<file path="src/rtl/shifter_video_ste_if.sv">
// Video word bus between the MMU/video DMA (master) and the pixel shifter (slave).
interface shifter_video_ste_if #(
    parameter int WORD_W = 16
);
    logic              pixClkEn;
    logic              DE;
    logic              LOAD;
    logic [WORD_W-1:0] DIN;

    modport master (
        output pixClkEn,
        output DE,
        output LOAD,
        output DIN
    );

    modport slave (
        input pixClkEn,
        input DE,
        input LOAD,
        input DIN
    );
endinterface

</file>
<file path="src/rtl/shifter_video_ste.sv">
// STe-style bitplane shifter: plane latch bank, 32-bit shift windows, fine hscroll.
// Optional saturating underflow counter under SHIFTER_UNDERFLOW_STAT_EN.
//
// state | meaning
// IDLE  | no group on display; pixel counter held at 0, windows drain
// RUN   | groups transferred every WORD_W pixels; underflow if none ready
module shifter_video_ste #(
    parameter int PLANES   = 4,
    parameter int WORD_W   = 16,
    parameter int SCROLL_W = 4
) (
    input  logic                clk32,
    input  logic                nReset,
    shifter_video_ste_if.slave  bus,
    input  logic [1:0]          rez,
    input  logic                monocolor,
    input  logic [SCROLL_W-1:0] hscroll,
    output logic                Reload,
    output logic [PLANES-1:0]   color_index,
    output logic [7:0]          underflow_cnt
);

    localparam int WCNT_W  = (PLANES > 1) ? $clog2(PLANES) : 1;
    localparam int WPG_MID = (PLANES / 2 > 1) ? PLANES / 2 : 1;
    localparam logic [SCROLL_W-1:0] MAXIDX = SCROLL_W'(WORD_W - 1);

    typedef enum logic {ST_IDLE, ST_RUN} state_t;

    state_t              r_state, w_state_nxt;
    logic                r_load_q;
    logic [WORD_W-1:0]   r_latch [PLANES];
    logic [WCNT_W-1:0]   r_wcnt;
    logic                r_grp_rdy;
    logic [SCROLL_W-1:0] r_pcnt;
    logic [SCROLL_W-1:0] r_scroll_q;
    logic [2*WORD_W-1:0] r_win [PLANES];
    logic                r_reload;
    logic [PLANES-1:0]   r_color;

    logic                w_ld;
    logic                w_pcnt_last;
    logic                w_xfer;
    logic                w_underflow;
    logic                w_grp_done;
    logic [WCNT_W-1:0]   w_wpg_m1;
    logic [2*WORD_W-1:0] w_win_nxt [PLANES];
    logic [WORD_W-1:0]   w_upper [PLANES];
    logic [PLANES-1:0]   w_bit;
    logic [PLANES-1:0]   w_color;

    assign w_ld        = bus.LOAD & ~r_load_q;
    assign w_pcnt_last = (r_pcnt == MAXIDX);
    // >= rather than == so a rez change mid-group can never strand wcnt
    assign w_grp_done  = w_ld & bus.DE & (r_wcnt >= w_wpg_m1);

    always_comb begin
        case (rez)
            2'b00:   w_wpg_m1 = WCNT_W'(PLANES - 1);
            2'b01:   w_wpg_m1 = WCNT_W'(WPG_MID - 1);
            default: w_wpg_m1 = '0;
        endcase
    end

    always_comb begin
        w_state_nxt = r_state;
        w_xfer      = 1'b0;
        w_underflow = 1'b0;
        case (r_state)
            ST_IDLE: begin
                if (bus.pixClkEn && r_grp_rdy) begin
                    w_state_nxt = ST_RUN;
                    w_xfer      = 1'b1;
                end
            end
            ST_RUN: begin
                if (bus.pixClkEn && w_pcnt_last) begin
                    if (r_grp_rdy) begin
                        w_xfer = 1'b1;
                    end else if (bus.DE) begin
                        w_underflow = 1'b1;
                    end else begin
                        w_state_nxt = ST_IDLE;
                    end
                end
            end
            default: w_state_nxt = ST_IDLE;
        endcase
    end

    // Pixel is taken from the post-shift window so scroll 0 shows a group WORD_W pixels after transfer
    always_comb begin
        for (int p = 0; p < PLANES; p++) begin
            w_win_nxt[p] = r_win[p];
            if (bus.pixClkEn) begin
                w_win_nxt[p] = {r_win[p][2*WORD_W-2:0], 1'b0};
                if (w_xfer) begin
                    w_win_nxt[p][WORD_W-1:0] = (WCNT_W'(p) <= w_wpg_m1) ? r_latch[p] : '0;
                end else if (w_underflow) begin
                    w_win_nxt[p][WORD_W-1:0] = '0;
                end
            end
            w_upper[p] = w_win_nxt[p][2*WORD_W-1:WORD_W];
            w_bit[p]   = w_upper[p][MAXIDX - r_scroll_q];
        end
    end

    always_comb begin
        w_color = '0;
        for (int p = 0; p < PLANES; p++) begin
            w_color[p] = (WCNT_W'(p) <= w_wpg_m1) ? w_bit[p] : 1'b0;
        end
        if (rez[1]) begin
            w_color[0] = w_bit[0] ^ monocolor;
        end
    end

    always_ff @(posedge clk32 or negedge nReset) begin
        if (!nReset) begin
            r_state <= ST_IDLE;
        end else begin
            r_state <= w_state_nxt;
        end
    end

    always_ff @(posedge clk32 or negedge nReset) begin
        if (!nReset) begin
            r_load_q   <= 1'b0;
            r_wcnt     <= '0;
            r_grp_rdy  <= 1'b0;
            r_pcnt     <= '0;
            r_scroll_q <= '0;
            r_reload   <= 1'b0;
            r_color    <= '0;
            for (int p = 0; p < PLANES; p++) begin
                r_latch[p] <= '0;
                r_win[p]   <= '0;
            end
        end else begin
            r_load_q <= bus.LOAD;
            r_reload <= w_xfer;

            for (int p = 0; p < PLANES; p++) begin
                if (w_ld && bus.DE && (r_wcnt == WCNT_W'(p))) begin
                    r_latch[p] <= bus.DIN;
                end
                r_win[p] <= w_win_nxt[p];
            end

            if (!bus.DE) begin
                r_wcnt <= '0;
            end else if (w_ld) begin
                r_wcnt <= (r_wcnt >= w_wpg_m1) ? '0 : r_wcnt + WCNT_W'(1);
            end

            // A group completing in the slot cycle survives to the next slot
            if (w_xfer) begin
                r_grp_rdy <= 1'b0;
            end
            if (w_grp_done) begin
                r_grp_rdy <= 1'b1;
            end

            if (r_state == ST_IDLE) begin
                r_pcnt <= '0;
            end else if (bus.pixClkEn) begin
                r_pcnt <= r_pcnt + SCROLL_W'(1);
            end

            if (w_xfer) begin
                r_scroll_q <= hscroll;
            end

            if (bus.pixClkEn) begin
                r_color <= w_color;
            end
        end
    end

`ifdef SHIFTER_UNDERFLOW_STAT_EN
    logic [7:0] r_ucnt;

    always_ff @(posedge clk32 or negedge nReset) begin
        if (!nReset) begin
            r_ucnt <= 8'd0;
        end else if (w_underflow && (r_ucnt != 8'hFF)) begin
            r_ucnt <= r_ucnt + 8'd1;
        end
    end

    assign underflow_cnt = r_ucnt;
`else
    assign underflow_cnt = 8'd0;
`endif

    assign Reload      = r_reload;
    assign color_index = r_color;

endmodule

</file>
<file path="src/flat_wrapper.sv">
// flat-port wrapper written by rule: the top's interface ports become plain ports
module shifter_video_ste_flat 
#(
    parameter int PLANES   = 4,
    parameter int WORD_W   = 16,
    parameter int SCROLL_W = 4
)
  (clk32, nReset, rez, monocolor, hscroll, Reload, color_index, underflow_cnt, bus_pixClkEn, bus_DE, bus_LOAD, bus_DIN);
  shifter_video_ste_if #(.WORD_W(WORD_W)) bus_i ();
  input  logic clk32;
  input  logic nReset;
  input  logic [1:0] rez;
  input  logic monocolor;
  input  logic [SCROLL_W-1:0] hscroll;
  output logic Reload;
  output logic [PLANES-1:0] color_index;
  output logic [7:0] underflow_cnt;
  input wire logic [$bits(bus_i.pixClkEn)-1:0] bus_pixClkEn;
  input wire logic [$bits(bus_i.DE)-1:0] bus_DE;
  input wire logic [$bits(bus_i.LOAD)-1:0] bus_LOAD;
  input wire logic [$bits(bus_i.DIN)-1:0] bus_DIN;
  assign bus_i.pixClkEn = bus_pixClkEn;
  assign bus_i.DE = bus_DE;
  assign bus_i.LOAD = bus_LOAD;
  assign bus_i.DIN = bus_DIN;
  shifter_video_ste #(.PLANES(PLANES), .WORD_W(WORD_W), .SCROLL_W(SCROLL_W)) u_core (.clk32(clk32), .nReset(nReset), .bus(bus_i), .rez(rez), .monocolor(monocolor), .hscroll(hscroll), .Reload(Reload), .color_index(color_index), .underflow_cnt(underflow_cnt));
endmodule
</file>
<file path="config.mk">
export PLATFORM = sky130hd
export DESIGN_NAME = shifter_video_ste_flat
export DESIGN_NICKNAME = d
export VERILOG_FILES = /design/src/rtl/shifter_video_ste_if.sv /design/src/rtl/shifter_video_ste.sv /design/src/flat_wrapper.sv
export SDC_FILE = /design/constraint.sdc
export NUM_CORES = 1
export LEC_CHECK = 0
export ABC_AREA = 0
export ABC_CLOCK_PERIOD_IN_PS = 5040
export BUFFER_PORTS_ARGS = -buffer_cell sky130_fd_sc_hd__buf_2
export CAP_MARGIN = 5
export CORE_MARGIN = 1
export CORE_UTILIZATION = 40
export CTS_BUF_LIST = sky130_fd_sc_hd__clkbuf_4 sky130_fd_sc_hd__clkbuf_8
export DETAILED_ROUTE_END_ITERATION = 12
export GPL_TIMING_DRIVEN = 1
export MAX_ROUTING_LAYER = met4
export PLACE_DENSITY = 0.57
export SYNTH_ARGS = -nofsm -noshare
export SYNTH_HDL_FRONTEND = slang
export SYNTH_SLANG_ARGS = --single-unit
</file>
<file path="constraint.sdc">
create_clock -name clk32 -period 5.04 [get_ports clk32]
set_input_delay 0 -clock clk32 [delete_from_list [all_inputs] [get_ports clk32]]
set_output_delay 0 -clock clk32 [all_outputs]
set_load 0.01 [all_outputs]
</file>
==> flow_metrics.py <==
metrics = {
    "run_status": {
        "status": "complete, no violations",
    },
    "placement": {
        "gp_congestion": 0.7365,
        "placed_cell_area_um2": 9817,
        "place_hpwl_um": 11760,
        "dp_slack_ns": 2.318,
        "portBuffers": 32,
    },
    "setup_path": {
        "required_ns": 5.48,
        "timing.rr.start": "u_core.r_scroll_q[0]",
        "critPathLaunchType": "register",
        "cp_max_fo": 39,
        "path_class": "register to register",
        "r2r-end": "u_core.color_index[3]",
        "ff2ff_path_depth": 6,
        "critical_path_arrival_ns": 3.11,
        "endpoint_kind": "register",
        "r2r_slack_ns": 2.37,
    },
    "logic_synthesis": {
        "synth_seq_area_share": 0.5509,
        "netlist_area_um2": 9494,
        "synthCells": 744,
        "synth-seq-cells": 209,
        "yosys_warnings": 0,
        "async_flop_share": 1.000,
        "synth_edf_count": 0,
        "ys.flop_type": "dfrtp_1",
        "ys_types": 39,
        "avgSynthCellArea_um2": 12.76,
    },
    "route": {
        "wl_um": 19750,
        "drt-vias-per-instance": 5.333,
        "dr.pass1.iters": 4,
        "drc": 0,
        "ant_nets": 0,
        "vias": 6074,
        "wl_per_cell_um": 17.34,
        "drt_iter0_markers": 342,
    },
    "cells_and_area": {
        "area_delta_synth_final_pct": 14.85,
        "stdcell_area_um2": 10900,
        "drive_above_1_share": 0.3159,
        "final_cell_mix": "dfrtp_1, mux2_2, nor2_1, a221oi_1, mux2i_1",
        "nets": 828,
        "num-fill-cells": 2163,
        "layout_commonest_cell": "dfrtp_1",
        "utilization": 0.4659,
        "insertedDiodeCount": 0,
    },
    "clock_network": {
        "clockRootBuffer": "clkbuf_8",
        "clock_path_buffers": 3,
        "htree_levels": 2,
        "cts_tree": "built",
        "clock-sinks": 209,
        "post_cts_buffers": 0,
        "insertion_delay_ns": 0.51,
        "cts.hold.buffers_added": 25,
        "cts_buffers": 37,
        "cts_resized": 0,
        "clk_transition_reported_paths_ns": 0.05,
    },
    "global_routing": {
        "grt_max_degree": 120,
        "grt_pass1_wl_um": 33480,
        "grt_pass1_vias": 6471,
        "grt_overflow_total": 0,
        "grtUsageTotal": 0.1763,
        "antenna_found_initial": 0,
    },
    "min_path": {
        "min_from": "bus_pixClkEn",
        "whs_endpoint": "u_core.r_win[15]",
        "hold_class": "input port to register",
        "whs_path_depth": 3,
    },
    "floorplan": {
        "placementRows": 56,
        "io_pins": 41,
        "start_util": 0.4057,
        "core_um2": 23400,
        "die_h_um": 156.1,
        "dieArea_um2": 24350,
        "die_w_um": 156.1,
    },
    "sta": {
        "fin_skew_ns": 0.009086,
        "fin_ws_ns": 2.367,
        "slew_headroom": 0.2790,
        "final-setup-viol-count": 0,
        "period_share": 0.5304,
        "period_minus_slack_ns": 2.673,
        "fin_setup_tns_ns": 0,
        "worstMarginPinSlew_ns": 1.082,
        "max_freq_ghz": 0.3741,
        "rsz0062_at_grt": "no",
        "hold_viol_final": 0,
        "drv_slew": 0,
    },
    "pwr": {
        "irDropWorstVdd_mv": 0.2393,
        "leakage_uw": 0.004588,
        "p_per_area_nw_per_um2": 518.3,
    },
    "flow_run": {
        "maxCapViolations": 0,
    },
}
==> synth_stat cells (6+ instances only) <==
library cell  instances  area [µm²]
inv_1                 8       30.03
buf_4                10       75.07
nor2_1              122       457.9
mux2i_1              55       550.5
ha_1                  7       87.58
a221oi_1             60       525.5
mux4_2               14       315.3
mux2_2              132        1486
dfrtp_1             209        5230
nand2_1              15       56.30
buf_2                23       115.1
and2_1                8       50.05
clkbuf_1             25       93.84
nand3_1               6       30.03
==> area by class of cell <==
| type | count | area, µm² | share of cell area |
|---|---|---|---|
| clock buffers | 61 | 789.5 | 0.07240 |
| clock inverters | 5 | 27.53 | 0.002524 |
| inverters | 8 | 30.03 | 0.002754 |
| multi-input cells | 471 | 3925 | 0.3600 |
| flip-flops and latches | 209 | 5231 | 0.4797 |
| well taps | 319 | 399.1 | 0.03660 |
| repair buffers | 66 | 501.7 | 0.04601 |
==> report_power, final <==
part           total (µW)  switching [µW]  internal (µW)
Clock                1660             672            987
Sequential           2700             508           2190
Combinational        1290             509            786
==> per-stage QoR <==
step / hold slack (ns) / power (µW) / std cells
after CTS: 0.02512 / 5727 / 1138
after floorplan: -0.2956 / 3681 / 751
final: 0.05227 / 5651 / 1139
after global routing: 0.04724 / 6026 / 1139
after detailed placement: 0.1263 / 4017 / 1047
after global placement: 0.1259 / 3935 / 1047
==> state kept, by name (all words and copies together) (netlist names) <==
register	cells
u_core.r_win	127
u_core.r_latch	64
u_core.color_index	4
u_core.r_pcnt	4
u_core.r_scroll_q	4
u_core.r_wcnt	2
u_core.Reload	1
u_core.r_grp_rdy	1
u_core.r_load_q	1
u_core.r_state	1
==> worst max-delay path by stage <==
stage | startpoint | to | slack, ns | cells past startpoint
2_1_floorplan | u_core.r_scroll_q[0] | u_core.color_index[0] | 3.14 | 7
3_3_place_gp | u_core.r_scroll_q[0] | u_core.color_index[3] | 2.42 | 6
3_5_place_dp | u_core.r_scroll_q[0] | u_core.color_index[3] | 2.32 | 6
4_1_cts | u_core.r_scroll_q[0] | u_core.color_index[3] | 2.31 | 6
5_1_grt | u_core.r_scroll_q[0] | u_core.color_index[3] | 2.16 | 6
6_report | u_core.r_scroll_q[0] | u_core.color_index[3] | 2.37 | 6
==> cell families (layout without fill, tap and decap cells) <==
group,Yosys count,after routing,share of synthesized area
AOI/OAI and AO/OA,89,89,0.07802
xor gates and xnor gates,4,4,0.003691
adders and majority gates,7,7,0.009225
buffers and inverters,71,140,0.03954
DFF,209,209,0.5509
muxes,201,201,0.2478
other,1,8,0.0003950
and+or+nand+nor,162,162,0.07051
==> worst max-delay path, cell delays in order, from the launching register on <==
cell     delay [ns]
dfrtp_2        1.07
buf_4          0.42
mux2i_1        0.11
mux4_2         0.46
mux2_2         0.29
nor4_2         0.14
a211o_1        0.13
==> layer usage <==
| layer | part of all wire | vias up | global-route usage |
|---|---|---|---|
| li1 | - | 2788 | - |
| met1 | 0.47 | 3124 | 0.2297 |
| met2 | 0.47 | 130 | 0.2838 |
| met3 | 0.045 | 32 | 0.03278 |
| met4 | 0.015 | 0 | 0.04435 |
| met5 | 0 | - | - |
(Power assumes the default switching activity.)
